===== src/rtl/bpc_pkg.sv =====
// Shared types and sizing helpers for the bit population counter family.
package bpc_pkg;

  typedef enum logic {
    BPC_MODE_ONES  = 1'b0,
    BPC_MODE_ZEROS = 1'b1
  } bpc_mode_e;

  // Width of a count able to represent 0..width inclusive.
  function automatic int unsigned bpc_cnt_w(input int unsigned width);
    return $clog2(width) + 1;
  endfunction

  // Leaf stage plus one registered level per adder-tree halving.
  function automatic int unsigned bpc_latency(input int unsigned width,
                                              input int unsigned chunk);
    return 1 + $clog2(width / chunk);
  endfunction

endpackage


===== src/rtl/bpc_chunk_counter.sv =====
// Combinational popcount of one CHUNK-bit leaf slice.
module bpc_chunk_counter #(
  parameter int unsigned CHUNK = 8,
  localparam int unsigned CW   = $clog2(CHUNK) + 1
) (
  input  logic [CHUNK-1:0] data_i,
  output logic [CW-1:0]    cnt_o
);

  // Ripple sum of the slice bits.
  always_comb begin
    cnt_o = '0;
    for (int i = 0; i < int'(CHUNK); i++) begin
      cnt_o = cnt_o + CW'(data_i[i]);
    end
  end

endmodule


===== src/rtl/bit_population_counter_acc.sv =====
// Pipelined ones/zeros counter with a saturating per-packet accumulator.
module bit_population_counter_acc
  import bpc_pkg::*;
#(
  parameter int unsigned WIDTH     = 128,
  parameter int unsigned CHUNK     = 8,
  parameter int unsigned ACC_WIDTH = 16,
  localparam int unsigned CNT_W    = bpc_cnt_w(WIDTH)
) (
  input  logic                 clk_i,
  input  logic                 srst_i,
  input  logic [WIDTH-1:0]     data_i,
  input  logic                 data_val_i,
  input  logic                 data_sop_i,
  input  logic                 data_eop_i,
  input  logic                 mode_i,
  output logic [CNT_W-1:0]     data_o,
  output logic                 data_val_o,
  output logic [ACC_WIDTH-1:0] acc_o,
  output logic                 acc_val_o,
  output logic                 acc_ovf_o
);

  localparam int unsigned NCHUNK = WIDTH / CHUNK;
  localparam int unsigned LEVELS = $clog2(NCHUNK);
  localparam int unsigned LAT    = bpc_latency(WIDTH, CHUNK);
  localparam int unsigned CW     = $clog2(CHUNK) + 1;
  localparam int unsigned TREE_W = CW + LEVELS;

  logic [LAT-1:0] vld_q, sop_q, eop_q;

  // Sideband delay line; index s is aligned with the data held in pipeline stage s.
  always_ff @(posedge clk_i) begin
    if (srst_i) begin
      vld_q <= '0;
      sop_q <= '0;
      eop_q <= '0;
    end else begin
      vld_q[0] <= data_val_i;
      sop_q[0] <= data_sop_i;
      eop_q[0] <= data_eop_i;
      for (int s = 1; s < int'(LAT); s++) begin
        vld_q[s] <= vld_q[s-1];
        sop_q[s] <= sop_q[s-1];
        eop_q[s] <= eop_q[s-1];
      end
    end
  end

  // Zero counting is ones counting on the inverted word.
  logic [WIDTH-1:0] data_sel;
  assign data_sel = (bpc_mode_e'(mode_i) == BPC_MODE_ZEROS) ? ~data_i : data_i;

  logic [CW-1:0] leaf_cnt [NCHUNK];
  logic [CW-1:0] leaf_q   [NCHUNK];

  for (genvar i = 0; i < NCHUNK; i++) begin : g_leaf
    bpc_chunk_counter #(
      .CHUNK (CHUNK)
    ) u_chunk (
      .data_i (data_sel[i*CHUNK +: CHUNK]),
      .cnt_o  (leaf_cnt[i])
    );
  end

  // Stage 1: register leaf counts; stages only load on valid so the final one holds data_o.
  always_ff @(posedge clk_i) begin
    if (srst_i) begin
      leaf_q <= '{default: '0};
    end else if (data_val_i) begin
      leaf_q <= leaf_cnt;
    end
  end

  for (genvar l = 1; l <= LEVELS; l++) begin : g_lvl
    localparam int unsigned N = NCHUNK >> l;
    localparam int unsigned W = CW + l;
    logic [W-1:0] sum_d [N];
    logic [W-1:0] sum_q [N];
    for (genvar j = 0; j < N; j++) begin : g_add
      if (l == 1) begin : g_first
        assign sum_d[j] = W'(leaf_q[2*j]) + W'(leaf_q[2*j+1]);
      end else begin : g_next
        assign sum_d[j] = W'(g_lvl[l-1].sum_q[2*j]) + W'(g_lvl[l-1].sum_q[2*j+1]);
      end
    end
    // Pairwise adder level, enabled by the valid entering it.
    always_ff @(posedge clk_i) begin
      if (srst_i) begin
        sum_q <= '{default: '0};
      end else if (vld_q[l-1]) begin
        sum_q <= sum_d;
      end
    end
  end

  logic [TREE_W-1:0] tree_out;
  if (LEVELS == 0) begin : g_no_tree
    assign tree_out = leaf_q[0];
  end else begin : g_tree
    assign tree_out = g_lvl[LEVELS].sum_q[0];
  end

  assign data_o     = CNT_W'(tree_out);
  assign data_val_o = vld_q[LAT-1];

  logic [ACC_WIDTH-1:0] run_q, run_d;
  logic                 run_ovf_q, run_ovf_d;
  logic                 after_eop_q;
  logic                 word_start;
  logic [ACC_WIDTH:0]   acc_sum;
  logic [ACC_WIDTH-1:0] acc_q;
  logic                 acc_ovf_q, acc_val_q;

  // First word after reset or after an eop starts a packet even without sop.
  assign word_start = sop_q[LAT-1] | after_eop_q;

  // Next running total: restart, saturate on carry-out, or plain add.
  always_comb begin
    acc_sum   = {1'b0, run_q} + (ACC_WIDTH+1)'(data_o);
    run_d     = acc_sum[ACC_WIDTH-1:0];
    run_ovf_d = run_ovf_q;
    if (word_start) begin
      run_d     = ACC_WIDTH'(data_o);
      run_ovf_d = 1'b0;
    end else if (acc_sum[ACC_WIDTH]) begin
      run_d     = '1;
      run_ovf_d = 1'b1;
    end
  end

  // Running total advances per counted word; published total only on eop.
  always_ff @(posedge clk_i) begin
    if (srst_i) begin
      run_q       <= '0;
      run_ovf_q   <= 1'b0;
      after_eop_q <= 1'b1;
      acc_q       <= '0;
      acc_ovf_q   <= 1'b0;
      acc_val_q   <= 1'b0;
    end else begin
      acc_val_q <= 1'b0;
      if (data_val_o) begin
        run_q       <= run_d;
        run_ovf_q   <= run_ovf_d;
        after_eop_q <= eop_q[LAT-1];
        if (eop_q[LAT-1]) begin
          acc_q     <= run_d;
          acc_ovf_q <= run_ovf_d;
          acc_val_q <= 1'b1;
        end
      end
    end
  end

  assign acc_o     = acc_q;
  assign acc_ovf_o = acc_ovf_q;
  assign acc_val_o = acc_val_q;

endmodule


===== config.mk =====
export PLATFORM = sky130hd
export DESIGN_NAME = bit_population_counter_acc
export DESIGN_NICKNAME = d
export VERILOG_FILES = /design/src/rtl/bpc_pkg.sv /design/src/rtl/bpc_chunk_counter.sv /design/src/rtl/bit_population_counter_acc.sv
export SDC_FILE = /design/constraint.sdc
export NUM_CORES = 1
export LEC_CHECK = 0
export CAP_MARGIN = 5
export CORE_MARGIN = 3
export CORE_UTILIZATION = 50
export CTS_CLUSTER_DIAMETER = 200
export DETAILED_ROUTE_END_ITERATION = 16
export PLACE_DENSITY = 0.76
export RECOVER_POWER = 25
export SYNTH_ARGS = -nofsm -noshare
export SYNTH_HDL_FRONTEND = slang
export SYNTH_SLANG_ARGS = --single-unit

===== constraint.sdc =====
create_clock -name clk_i -period 4.1 [get_ports clk_i]
set_input_delay 0.82 -clock clk_i [delete_from_list [all_inputs] [get_ports clk_i]]
set_output_delay 0.82 -clock clk_i [all_outputs]
set_load 0.1 [all_outputs]

Yosys cells after proc, flatten, opt, wreduce, memory -nomap -nowiden:

Index checks and enable logic that the tools add are counted.

* flip-flop bits (word level): 201
* output and inout bits: 27
* word-level logic and storage cells: 179
* input port bits: 134

* add/sub/neg operators: 128
* multiplexer cells: 6
* reduce and logical (&&, ||, !) cells: 2
* bitwise gates (word level): 3

Operators with widths (number)
* 4-bit by 1-bit adder with 4-bit output: 96
* 128-bit two-way mux: 1
* 128-bit NOT: 1
* 4-bit by 4-bit adder with 5-bit output: 8
* 1-bit by 1-bit adder with 2-bit output: 16
* 16-bit two-way mux: 2
* 5-bit by 5-bit adder with 6-bit output: 4
* 16-bit by 8-bit adder with 17-bit output: 1
* 6-bit by 6-bit adder with 7-bit output: 2
* 7-bit by 7-bit adder with 8-bit output: 1
* 1-bit two-way mux: 3
* 2-bit AND reduction: 1
* 2-bit OR reduction: 1
* 1-bit NOT: 1
* 1-bit OR: 1

Logic depth before layout (Yosys ltp):

* depth after elaboration: 9
* mapped depth: 14
* depth with buffers taken out: 12

Modules after synthesis:

From an unflattened synthesis, not the netlist that was laid out.

* cell total of the unflattened synthesis: 1569
* area, all modules: 14147.3 um^2

Modules (own cells, without submodules)
* bit_population_counter_acc: instances 1, area each 11104.4 um^2, cells an instance 1185, seq. area each 4023.9 um^2
* bpc_chunk_counter: instances 16, area each 190.2 um^2, cells an instance 24, seq. area each 0.0 um^2

Least setup slack after synthesis:

Ideal clock, no wire load.

* kind: input -> register
* from: in mode_i
* to: reg leaf_q[1] (netlist name)
* stages: 12
* slack: -0.196 ns
* arrival: 4.210 ns
* setup time: 0.086 ns
* required time: 4.014 ns
* buffers on the path: 2
* cells stage by stage: clkbuf_1 -> buf_1 -> xor2_1 -> ha_1 -> fa_1 -> inv_1 -> fa_1 -> inv_1 -> fa_1 -> inv_1 -> fa_1 -> a211oi_1

* longest elaborated chain between the ends: 8

RTL lines
* from (decl): RTL line bit_population_counter_acc.sv:16 `input logic mode_i,`
* 128-bit two-way mux (*): RTL line bit_population_counter_acc.sv:52 `assign data_sel = (bpc_mode_e'(mode_i) == BPC_MODE_ZEROS) ? ~data_i : data_i;`
* 1-bit by 1-bit adder with 2-bit output: RTL line bpc_chunk_counter.sv:14 `cnt_o = cnt_o + CW'(data_i[i]);`
* 4-bit by 1-bit adder with 4-bit output (5 in a row): RTL line bpc_chunk_counter.sv:14
* 4-bit by 1-bit adder with 4-bit output (*): RTL line bpc_chunk_counter.sv:14
* to (signal assigned): RTL line bit_population_counter_acc.sv:71 `leaf_q <= leaf_cnt;`
* to (decl): RTL line bit_population_counter_acc.sv:55 `logic [CW-1:0] leaf_q [NCHUNK];`

Every way passes the cells marked *; elsewhere a longest branch is shown, timed or not.
A chain may end at the register's enable or synchronous reset.

Worst setup path after layout:

* from: in data_i[40]
* to: reg leaf_q[41] (netlist name)

* longest elaborated chain between the ends: 9

RTL lines
* from (decl): RTL line bit_population_counter_acc.sv:12 `input logic [WIDTH-1:0] data_i,`
* 128-bit NOT: RTL line bit_population_counter_acc.sv:52
* 128-bit two-way mux (*): RTL line bit_population_counter_acc.sv:52
* 1-bit by 1-bit adder with 2-bit output (*): RTL line bpc_chunk_counter.sv:14
* 4-bit by 1-bit adder with 4-bit output (*) (6 in a row): RTL line bpc_chunk_counter.sv:14

Marked as above.

==> impl_metrics.env <==
export IMPL_synth_top_area_share_pct=29.6
export IMPL_multi_input_area_sq_um=8780
export IMPL_vias=10000
export IMPL_crit_start="data_i[40]"
export IMPL_final_common_cell="dfxtp_1"
export IMPL_r2r_end="run_q[3]"
export IMPL_ant_nets=0
export IMPL_cts_tree="done"
export IMPL_post_drt_wl_per_cell_um=14.0
export IMPL_drt_vias_per_instance=5.21
export IMPL_regArea_sq_um=4030
export IMPL_cts_sinks=201
export IMPL_drive_above_1_share_pct=4.28
export IMPL_maxSlewViolCount=34
export IMPL_cts_resized=0
export IMPL_synth_area_leader_cell="dfxtp_1"
export IMPL_cpPeakStageDelay_ps=540
export IMPL_final_period_utilization_pct=89.3
export IMPL_power_density_nw_per_um2=396
export IMPL_fin_util_pct=61.5
export IMPL_synthFlopType="dfxtp_1"
export IMPL_die_w_um=171
export IMPL_syn_inst=1442
export IMPL_crit_top_cell="fa_1"
export IMPL_p_leak_nw=6.83
export IMPL_portBuffers=160
export IMPL_grt_setup_unrepaired="false"
export IMPL_drt_iter0_markers=590
export IMPL_coreArea_sq_um=26400
export IMPL_totalWireLength_um=26800
export IMPL_r2r_start="data_o[0]"
export IMPL_cap_violations=1
export IMPL_max_freq_mhz=273
export IMPL_final_cell_mix="200 x dfxtp_1, 156 x clkdlybuf4s50_1, 143 x nor2_1"
export IMPL_final_net_count=1916
export IMPL_crit_arrival_ps=4080
export IMPL_clockRootBuffer="clkbuf_16"
export IMPL_fin_skew_ps=17.7
export IMPL_crit_slowest_cell="fa_1"
export IMPL_hold_viol=0
export IMPL_cts_reportedPaths_clkPinSlew_ps=60
export IMPL_rr_worst_depth=7
export IMPL_syn_area_sq_um=13600
export IMPL_holdBufCountCts=0
export IMPL_clk_latency_ps=500
export IMPL_crit_path_end_kind="flop"
export IMPL_dr_pass1_iters=4
export IMPL_avgSynthCellArea_sq_um=9.42
export IMPL_design_area_sq_um=16200
export IMPL_hold_path_class="reg2reg"
export IMPL_status="finished, violations left"
export IMPL_die_area_sq_um=29200
export IMPL_grt_pass1_vias=10000
export IMPL_grt_max_degree=90
export IMPL_antenna_cells=0
export IMPL_io_pins=161
export IMPL_cts_setup_buffers=0
export IMPL_overflow=0
export IMPL_async_flop_share_pct=0
export IMPL_cp_cell_sequence="clkdlybuf4s50_1 > xor2_1 > ha_1 > fa_1 > inv_1 > fa_1 > inv_1 > fa_1 > inv_1 > fa_1 > a211oi_1"
export IMPL_tightest_slew_ps=1650
export IMPL_gp_congestion=0.839
export IMPL_cts_inserted_buffers=22
export IMPL_pwr_share_clk_pct=29.7
export IMPL_crit_path_max_fanout=2
export IMPL_yosysUniqueCellTypes=61
export IMPL_ir_worst_vdd_uv=258
export IMPL_ys_seq_area_share_pct=29.6
export IMPL_pwr_share_seq_pct=35.8
export IMPL_num_rows=59
export IMPL_endpoint="leaf_q[41]"
export IMPL_internal_power_w=0.00440
export IMPL_initial_core_util_pct=51.6
export IMPL_switchingPower_w=0.00201
export IMPL_setup_viol=0
export IMPL_pwr_share_comb_pct=34.5
export IMPL_fin_total_pwr_w=0.00641
export IMPL_syn_nets=1783
export IMPL_violations="capacitance limit, slew limit"
export IMPL_ys_seq_elements=201
export IMPL_grt_first_pass_wirelength_um=46600
export IMPL_fp_dieH_um=171
export IMPL_crit_path_start_kind="primary input"
export IMPL_max_slew_margin_pct=-9.93
export IMPL_power_switching_share_pct=31.4
export IMPL_synth_edf_count=0
export IMPL_yosysWarnings=0
export IMPL_drcViolationCount=0
export IMPL_dpl_instance_area_sq_um=15500
export IMPL_areaGrowthSynthToFinish_pct=19.2
export IMPL_critPathRequiredTime_ps=4520
export IMPL_rrSetupSlack_ps=1440
export IMPL_dp_hpwl_um=20700
export IMPL_synthTopCellsByArea="dfxtp_1 30%, fa_1 12%, ha_1 12%"
export IMPL_fill_cells=2221
export IMPL_critPathKind="in2reg"
export IMPL_antenna_found_initial=0
export IMPL_ctsHtreeMaxLevel=1
export IMPL_track_usage_pct=18.7
export IMPL_max_clock_path_buffers=3
export IMPL_fin_crit_ps=3660
[worst max-delay path: cells and delay by family]
| kind | cells | cell delay [ps] |
|---|---|---|
| adder cells (fa/ha/maj) | 5 | 2190 |
| buffers and inverters | 4 | 680 |
| AO/OA/AOI/OAI | 1 | 220 |
| XOR/XNOR | 1 | 170 |
[cell usage after synthesis, types with 27 or more instances]
cell	n
a211oi_1	47
a21o_1	32
a21oi_1	54
clkbuf_1	43
dfxtp_1	201
fa_1	80
ha_1	127
inv_1	133
mux2i_1	75
nand2_1	46
nand2b_1	27
nor2_1	143
nor2b_1	34
o21ai_0	43
xnor2_1	85
xor2_1	92
[cell type report]
class	instances	share of cell area, %
sequential	201	24.8
timing repair buffer	182	11.0
tap	335	2.59
inverter	133	3.08
multi-input combinational	1035	54.2
clock inverter	1	0.0541
clock buffer	35	4.26
[routing by layer]
layer  wire [um]  part of all wire (%)  up-vias  global-route usage [%]
li1            -                     -     5145                       -
met1       13000                    48     4600                    26.1
met2       12100                    45      231                    30.8
met3        1310                   4.9       39                    2.82
met4         444                   1.7        0                    4.13
met5           0                     0        -                       0
[worst min-delay path by stage]
stage / from / end / slack, ps / depth (start not counted)
floorplan: eop_q[0] / eop_q[1] / 410 / 1
global placement: eop_q[2] / eop_q[3] / 420 / 1
detailed placement: eop_q[1] / eop_q[2] / 420 / 1
CTS: eop_q[3] / eop_q[4] / 440 / 1
global route: eop_q[3] / eop_q[4] / 450 / 1
finish: eop_q[3] / eop_q[4] / 440 / 1
[registers in the layout, summed over array words and instances, names as in the netlist, 5 cells and up]
signal,cells
acc_o,16
data_o,8
eop_q,5
g_lvl.sum_q,78
leaf_q,64
run_q,16
sop_q,5
vld_q,5
[power groups by stage]
stage               logic (W)  clock network (W)  registers [W]
CTS                   0.00226            0.00195        0.00229
global route          0.00258            0.00203        0.00232
detailed placement    0.00224                  0        0.00233
finish                0.00221            0.00190        0.00229
floorplan             0.00165                  0        0.00228
global placement      0.00211                  0        0.00233
[kinds of logic (layout without fill, tap and decap cells)]
kind of cell | after synthesis | after routing | synth area share, %
xor+xnor | 177 | 177 | 11.4
simple gates | 322 | 322 | 11.4
fa+ha+maj | 207 | 207 | 23.5
buf+inv | 206 | 351 | 5.77
flops | 201 | 201 | 29.6
compound gates | 253 | 253 | 12.7
mux | 76 | 76 | 5.61
[through the flow]
stage / setup WS [ps] / cells / hold WS, ps / TNS (ps)
global route: 271 / 1922 / 454 / 0
finish: 438 / 1922 / 435 / 0
global placement: -23.7 / 1886 / 421 / -23.7
CTS: 423 / 1922 / 436 / 0
detailed placement: -115 / 1886 / 424 / -452
floorplan: 4.01 / 1442 / 414 / 0
No activity file was read; power rests on OpenSTA's default activity.
